### config.mk
export PLATFORM = sky130hd
export DESIGN_NAME = reg_pipe
export DESIGN_NICKNAME = d
export VERILOG_FILES = /design/src/rtl/reg_pipe.sv
export SDC_FILE = /design/constraint.sdc
export NUM_CORES = 1
export LEC_CHECK = 0
export BUFFER_PORTS_ARGS = -buffer_cell sky130_fd_sc_hd__buf_2
export CORE_MARGIN = 2
export CORE_UTILIZATION = 54
export CTS_CLUSTER_DIAMETER = 50
export DETAILED_ROUTE_END_ITERATION = 12
export PLACE_DENSITY = 0.78
export SYNTH_ARGS = -nofsm -noshare
export SYNTH_HDL_FRONTEND = slang
export SYNTH_SLANG_ARGS = --single-unit
### constraint.sdc
create_clock -name i_clk -period 1.5 [get_ports i_clk]
set_input_delay 0 -clock i_clk [delete_from_list [all_inputs] [get_ports i_clk]]
set_output_delay 0 -clock i_clk [all_outputs]
set_load 0.1 [all_outputs]
### src/rtl/reg_pipe.sv
// reg_pipe: elastic WIDTH-bit register pipeline with valid/ready on both
// sides, bubble collapsing, synchronous flush and an occupancy count.
module reg_pipe #(
    parameter int unsigned      WIDTH   = 8,
    parameter int unsigned      STAGES  = 3,
    parameter logic [WIDTH-1:0] RST_VAL = '0
) (
    input  logic                          i_clk,
    input  logic                          i_rst,
    input  logic                          i_flush,
    input  logic [WIDTH-1:0]              i_din,
    input  logic                          i_din_valid,
    output logic                          o_din_ready,
    output logic [WIDTH-1:0]              o_dout,
    output logic                          o_dout_valid,
    input  logic                          i_dout_ready,
    output logic [$clog2(STAGES+1)-1:0]   o_count
);

    localparam int unsigned CW = $clog2(STAGES + 1);

    logic [WIDTH-1:0]  r_data [STAGES];
    logic [STAGES-1:0] r_valid;
    logic [CW-1:0]     r_count;

    logic [STAGES-1:0] w_ready;
    logic              w_in;
    logic              w_out;

    // A stage can load when the consumer takes a word or any stage at or
    // downstream of it is empty; this is the unrolled ready chain.
    for (genvar g = 0; g < STAGES; g++) begin : g_rdy
        assign w_ready[g] = i_dout_ready | ~(&r_valid[STAGES-1:g]);
    end

    assign o_din_ready  = w_ready[0] & ~i_flush;
    assign w_in         = i_din_valid & o_din_ready;
    assign w_out        = r_valid[STAGES-1] & i_dout_ready;

    assign o_dout       = r_data[STAGES-1];
    assign o_dout_valid = r_valid[STAGES-1];
    assign o_count      = r_count;

    always_ff @(posedge i_clk) begin
        if (i_rst) begin
            r_valid <= '0;
            r_count <= '0;
            for (int i = 0; i < STAGES; i++) begin
                r_data[i] <= RST_VAL;
            end
        end else if (i_flush) begin
            r_valid <= '0;
            r_count <= '0;
        end else begin
            if (w_ready[0]) begin
                r_data[0]  <= i_din;
                r_valid[0] <= i_din_valid;
            end
            for (int i = 1; i < STAGES; i++) begin
                if (w_ready[i]) begin
                    r_data[i]  <= r_data[i-1];
                    r_valid[i] <= r_valid[i-1];
                end
            end
            r_count <= r_count + CW'(w_in) - CW'(w_out);
        end
    end

endmodule

* Word-level counts from Yosys, hierarchy flattened *
Memories as Yosys holds them, arrays and structs flattened.
Index checks and enable logic that the tools add are counted.

storage, ports and cells
  flip-flop bits (word level) = 5
  RAM bits = 24
  input port bits = 13
  output and inout bits = 12
  memories kept = 1

memory list
  memory  words  width  rd ports  clocked after memory_dff  write ports  RTL line  text
  r_data  3      8      3         0                         3            22        logic [WIDTH-1:0] r_data [STAGES];

operators by class
  add/subtract/negate cells = 2
  multiplexer cells = 17
  bitwise logic cells = 13
  reductions and logical operators = 3

operators with widths
  cell                       number
  two-way mux 8 bit          3
  two-way mux 1 bit          14
  OR 1 bit                   6
  inverter 1 bit             4
  AND 1 bit                  3
  AND reduction 3 bit        1
  adder 2 x 1 -> 2 bit       1
  AND reduction 2 bit        1
  OR reduction 2 bit         1
  subtractor 2 x 1 -> 2 bit  1

* Logic depth before layout (Yosys ltp) *
Gate-level depths: netlist of run 1.

  word-level depth = 8
  mapped depth = 7
  depth with buffers taken out = 7

* Worst setup path before layout of run 1 *
Ideal clock, no wire load.

  path type = flip-flop to output port
  from = reg r_valid[2]
  to = out o_din_ready
  arrival = 2.556 ns
  setup slack = -1.056 ns
  cell stages (with the launch flop) = 5
  path buffers = 2
  cells stage by stage = dfxtp_1 > and4b_1 > buf_6 > buf_6 > nor2_1

on the way
  word-level cells in the longest chain between the ends = 4

RTL lines
  element                            RTL line  text
  from (decl)                        23        logic [STAGES-1:0] r_valid;
  from (signal, indexed assignment)  62        r_valid[i] <= r_valid[i-1];
  AND reduction 3 bit                33        assign w_ready[g] = i_dout_ready | ~(&r_valid[STAGES-1:g]);
  inverter 1 bit                     33
  OR 1 bit                           33
  AND 1 bit                          36        assign o_din_ready = w_ready[0] & ~i_flush;
  to (decl)                          13        output logic o_din_ready,

Every way passes these cells.

* Worst setup path after layout of run 1 *
  from = reg r_valid[2]
  to = reg r_count[1], in the netlist o_count[1]

on the way
  word-level cells in the longest chain between the ends = 7

RTL lines
  element                        RTL line  text
  AND reduction 3 bit            33
  inverter 1 bit                 33
  OR 1 bit                       33
  AND 1 bit                      36
  AND 1 bit                      37        assign w_in = i_din_valid & o_din_ready;
  adder 2 x 1 -> 2 bit           65        r_count <= r_count + CW'(w_in) - CW'(w_out);
  subtractor 2 x 1 -> 2 bit (*)  65
  to (signal assigned)           65
  to (decl)                      24        logic [CW-1:0] r_count;

Mark *: on every way between the ends. The rest lies on a longest branch, timed or not.
A chain may end at the register's enable or synchronous reset.

==> results.toml, run 1 <==
[run_status]
status = "completed"

[global_routing]
grt_overflow = 0
grt_pass1_vias = 660
met2_usage_pct = 22.0
antenna_found_initial = 0
grtUsageMet1_pct = 16.8
globalRoute.busiestLayer = "met2"
grt_max_degree = 30
grt_pass1_wl_mm = 2.86
track_usage_pct = 14.7
met3_usage_pct = 9.02

[logic_synthesis]
synth_top_family_by_area = "simple AND/OR/NAND/NOR gates"
ys_seq_area_share_pct = 59.0
yosysTopAreaCell = "edfxtp_1"
ys.flop_type = "edfxtp_1"
synth_fa_ha_area_share_pct = 1.80
synthCells = 90
synth_xor_area_share_pct = 1.62
async_flop_share_pct = 0
synth_edf_count = 24
synth_top_area_share_pct = 51.8
synth_warnings = 0
synth_area_leaders = "edfxtp_1, nor3b_2, dfxtp_1"
synth-compound-area-share_pct = 3.42
synth.distinct_cells = 22
syn_area_per_cell_um2 = 15.4
synthesis.nets = 105
synthSimpleGateAreaFrac_pct = 24.3
synth_area_um2 = 1390
ys_seq_elements = 29
synthMuxAreaShare_pct = 0

[worst_setup_path]
cp.arrival_ns = 1.61
cp-start-kind = "flip-flop"
cp.required_ns = 1.70
cp_common_cell = "ha_1"
cpPeakStageDelay_ns = 0.36
critPathKind = "flip-flop to flip-flop"
reg2reg_slack_ns = 0.08
crit_chain = "nand4b_1, nand3_1, ha_1, inv_1, ha_1, xnor3_1, nor2_1"
cp-end-kind = "flip-flop"
cp_max_fo = 6
slowest_stage = "dfxtp_4"

[detailed_routing]
avgRoutedWirePerCell_um = 11.9
postRouteAntennaNets = 0
drtPass1Iterations = 3
drc = 0
drt_iter0_markers = 6
viasPerCell = 4.83
vias = 710
routed_wl_mm = 1.75

[timing]
setup_violations = 0
timing.final.crit_share_pct = 94.6
skew_ns = 0.0102
finalWorstSetupSlack_ns = 0.0817
tightestPinTransition_ns = 0.486
setup_tns_ns = 0
hold_ws_ns = 0.0264
max_freq_ghz = 0.705
rsz0062_at_grt = "true"
period_needed_ns = 1.42
relSlewSlack_pct = 67.8
finalHoldViolCount = 0
drv_slew = 0

[cells_and_area]
post-route-cell-area_um2 = 1560
multi_input_area_um2 = 440
nets = 131
layout-drive-gt1-share_pct = 51.3
ff_latch_area_um2 = 827
area_growth_pct = 12.5
stdcell_count = 147
fillCellCount = 181
n_antenna_cell = 0

[floorplan]
design.core.area_um2 = 2450
initial_core_util_pct = 56.6
dieArea_um2 = 3000
rows = 18
die_w_um = 54.7
fp.dieH_um = 54.7
io_pins = 25

[placed_design]
io_buffers = 24
dp_slack_ns = 0.0803
placed_cell_area_um2 = 1480
place_congestion = 0.763
dp.cells = 135

[power_and_ir_drop]
p_int_mw = 1.17
ir_drop_mv = 0.747
p_comb_share_pct = 15.0
power_switching_share_pct = 26.3
pwr-share-seq_pct = 58.5
clockPowerShare_pct = 26.5
p_sw_uw = 418
p_leak_nw = 0.639
power_density_nw_per_um2 = 1020

[clock_tree]
cts.path.max_buffers = 2
clk_pin_slew_ns = 0.08
cts.htree.levels = 2
root_buffer = "clkbuf_4"
cts.sinks = 29
clkLatencyLatePin_ns = 0.32
numCtsBuffers = 5
cts_tree = "yes"

[worst_hold_path]
hp-class = "input port to flip-flop"

[flow_run]
maxCapViolCount = 0
## final timing paths
check / start / end / cells past startpoint
min reg2reg: r_valid[1] / r_valid[2] / 1
max reg2reg: r_valid[2] / o_count[1] / 7
min: i_din[5] / r_data[0][5] / 2
max: r_valid[2] / o_count[1] / 7
## cell usage after synthesis (all sizes together) (2+ instances only)
library cell and number:
buf 14, dfxtp 5, nor3b 24, o21bai 2, o21ba 2, inv 4, ha 2, nor2 3
edfxtp 24
## state kept, by name, indices dropped and copies added (netlist names)
signal   cells
r_data      24
o_count      2
r_valid      3
## timing repair
item	in CTS	in global routing
setup buffers	0	1
endpoints found under the hold margin	3	0
gates resized for setup	0	1
hold buffers	3	0
endpoints found under the setup margin	0	1
## layer usage
layer	vias to the layer above	wire (um)
met3	0	96
met2	21	914
li1	369	-
met1	320	737
met5	-	0
met4	0	0
## per-stage QoR
stage               utilization [%]  total power [mW]
floorplan                         -              1.16
global placement               60.1              1.18
detailed placement             60.1              1.18
CTS                            63.4              1.61
global route                   63.7              1.68
finish                         63.7              1.59
## worst max-delay path: cells and delay by family (launching register included)
kind / cells / cell delay, ns
flops: 1 / 0.36
fa+ha+maj: 2 / 0.45
buf+inv: 1 / 0.04
xor+xnor: 1 / 0.19
simple gates: 3 / 0.28
## logic make-up (layout without fill, tap and decap cells)
family	Yosys count	in the layout
adder cells (fa/ha/maj)	2	2
AND/OR/NAND/NOR	34	34
buffers and inverters	18	45
AO/OA/AOI/OAI	6	6
XOR/XNOR	1	1
flip-flops	29	29
## layout make-up
cell class | count | share of cell area [%]
Sequential cell | 29 | 52.9
Multi-Input combinational cell | 43 | 28.2
Timing Repair Buffer | 33 | 12.5
Clock buffer | 8 | 3.12
Tap cell | 30 | 2.40
Inverter | 4 | 0.960
## placed cells by master, fill, tap and decap left out, types with 2 or more instances in the layout
| cell type | netlist | layout |
|---|---|---|
| dfxtp_2 | 0 | 2 |
| nor3b_2 | 19 | 19 |
| buf_4 | 8 | 6 |
| nor3b_1 | 5 | 5 |
| ha_1 | 2 | 2 |
| dlygate4sd3_1 | 0 | 3 |
| clkbuf_1 | 0 | 3 |
| clkbuf_4 | 0 | 5 |
| buf_2 | 1 | 24 |
| dfxtp_1 | 5 | 2 |
| inv_1 | 4 | 4 |
| nor2_1 | 3 | 2 |
| o21ba_2 | 2 | 2 |
| edfxtp_1 | 24 | 24 |
| o21bai_1 | 2 | 2 |
## power groups by stage
stage | Combinational, mW | Clock, mW | Sequential (mW)
floorplan | 0.201 | 0 | 0.957
global route | 0.252 | 0.486 | 0.937
CTS | 0.240 | 0.442 | 0.932
global placement | 0.230 | 0 | 0.947
detailed placement | 0.234 | 0 | 0.949
finish | 0.238 | 0.422 | 0.932
(Power assumes the default switching activity.)
==> inputs of run 2 (changes only) <==
--- a/config.mk
+++ b/config.mk
@@ -11,6 +11,7 @@
 export CTS_CLUSTER_DIAMETER = 50
 export DETAILED_ROUTE_END_ITERATION = 12
 export PLACE_DENSITY = 0.78
+export REMOVE_ABC_BUFFERS = 1
 export SYNTH_ARGS = -nofsm -noshare
 export SYNTH_HDL_FRONTEND = slang
 export SYNTH_SLANG_ARGS = --single-unit
==> results.toml, run 2 (synthesis gave the netlist of run 1 again) <==
[global_routing]
track_usage_pct = 15.2
grtUsageMet1_pct = 17.8
grt_pass1_wl_mm = 2.97
grt_max_degree = 25
met2_usage_pct = 22.4
grt_overflow = 0
globalRoute.busiestLayer = "met2"
grt_pass1_vias = 686
met3_usage_pct = 6.56
antenna_found_initial = 0

[floorplan]
design.core.area_um2 = 2450
initial_core_util_pct = 56.6
dieArea_um2 = 3000
fp.dieH_um = 54.7
io_pins = 25
rows = 18
die_w_um = 54.7

[power_and_ir_drop]
power_switching_share_pct = 24.8
pwr-share-seq_pct = 52.5
p_leak_nw = 0.648
total_power_mw = 1.78
p_sw_uw = 441
power_density_nw_per_um2 = 1120
clockPowerShare_pct = 34.0
p_comb_share_pct = 13.5
ir_drop_mv = 0.891
p_int_mw = 1.33

[cells_and_area]
top_register = "r_data"
n_antenna_cell = 0
stdcell_count = 146
fillCellCount = 176
layout-drive-gt1-share_pct = 50.0
largest_reg_flops = 24
post-route-util_pct = 64.6
nets = 130
final_cell_mix = "buf_2, edfxtp_1, nor3b_2, nor3b_1, clkbuf_4"
area_growth_pct = 14.1

[clock_tree]
post_cts_buffers = 0
cts.htree.levels = 2
clk_pin_slew_ns = 0.09
root_buffer = "clkbuf_4"
clkLatencyLatePin_ns = 0.32
numCtsBuffers = 5
cts.sinks = 29
cts.path.max_buffers = 2
cts_tree = "yes"

[timing]
rsz0062_at_grt = "true"
drv_slew = 0
relSlewSlack_pct = 67.2
setup_tns_ns = 0
period_needed_ns = 1.42
tightestPinTransition_ns = 0.495
max_freq_ghz = 0.704
finalWorstSetupSlack_ns = 0.0792
setup_violations = 0
finalHoldViolCount = 0
skew_ns = 0.0109
timing.final.crit_share_pct = 94.7

[worst_setup_path]
critPathKind = "flip-flop to output port"
cp.arrival_ns = 1.42
r2r-start = "r_valid[2]"
cp.required_ns = 1.50
rr_endpoint = "o_count[1]"
reg2reg_slack_ns = 0.08
cp_max_fo = 6
cp-start-kind = "flip-flop"
rr_worst_depth = 7
cp-end-kind = "output port"

[detailed_routing]
routed_wl_mm = 1.86
vias = 729
postRouteAntennaNets = 0
drc = 0
drtPass1Iterations = 4
drt_iter0_markers = 12
avgRoutedWirePerCell_um = 12.8
viasPerCell = 4.99

[worst_hold_path]
whs_path_depth = 2
min_to = "r_data[0][5]"
min_from = "i_din[5]"
hp-class = "input port to flip-flop"

[placed_design]
place_congestion = 0.664
io_buffers = 24
dpl.hpwl_mm = 1.26
dp_slack_ns = 0.0583
dp.cells = 135

[run_status]
status = "completed"

[flow_run]
maxCapViolCount = 0
run 2: critical path, stage by stage, from the launching register on:
cell and delay (ns):
dfxtp_4 0.36, and4b_1 0.22, nor2_1 0.09, buf_2 0.43
run 2: cell type report:
class	instances	area, um2	share of cell area (%)
Tap cell	30	37.5	2.37
Sequential cell	29	826	52.1
Clock buffer	6	41.3	2.60
Clock inverter	2	33.8	2.13
Inverter	4	15.0	0.946
Multi-Input combinational cell	43	433	27.3
Timing Repair Buffer	32	200	12.6
run 2: metal layers:
layer,routed length [um],vias to the layer above
li1,-,369
met1,773,335
met2,921,21
met3,138,4
met4,28,0
met5,0,-
run 2: worst max-delay path by stage:
stage	start	endpoint	slack, ns	cells after the start
after CTS	r_valid[1]	o_din_ready	0.02	3
after floorplan	r_valid[2]	o_din_ready	-1.26	2
final	r_valid[2]	o_din_ready	0.08	3
after global routing	r_valid[0]	o_count[1]	-0.02	7
after global placement	r_valid[2]	o_count[1]	0.14	7
after detailed placement	r_valid[2]	o_count[1]	0.06	7
run 2: what timing repair did:
| action | 4_1_cts | 5_1_grt |
|---|---|---|
| hold buffers | 3 | 0 |
| resized for setup | 0 | 3 |
| setup endpoints to repair | 0 | 2 |
| endpoints found under the hold margin | 3 | 0 |
run 2: power by group through the flow:
stage	clock, mW	sequential [mW]	combinational (mW)
3_3_place_gp	0	0.949	0.231
3_5_place_dp	0	0.952	0.235
4_1_cts	0.616	0.934	0.241
6_report	0.604	0.932	0.239
2_1_floorplan	0	1.06	0.0731
5_1_grt	0.651	0.937	0.254
run 2: metrics by stage:
stage,area [um2],hold slack (ns)
6_report,1590,0.0208
5_1_grt,1590,0.0156
4_1_cts,1580,0.00841
3_5_place_dp,1480,0.262
3_3_place_gp,1480,0.246
2_1_floorplan,1270,0.129
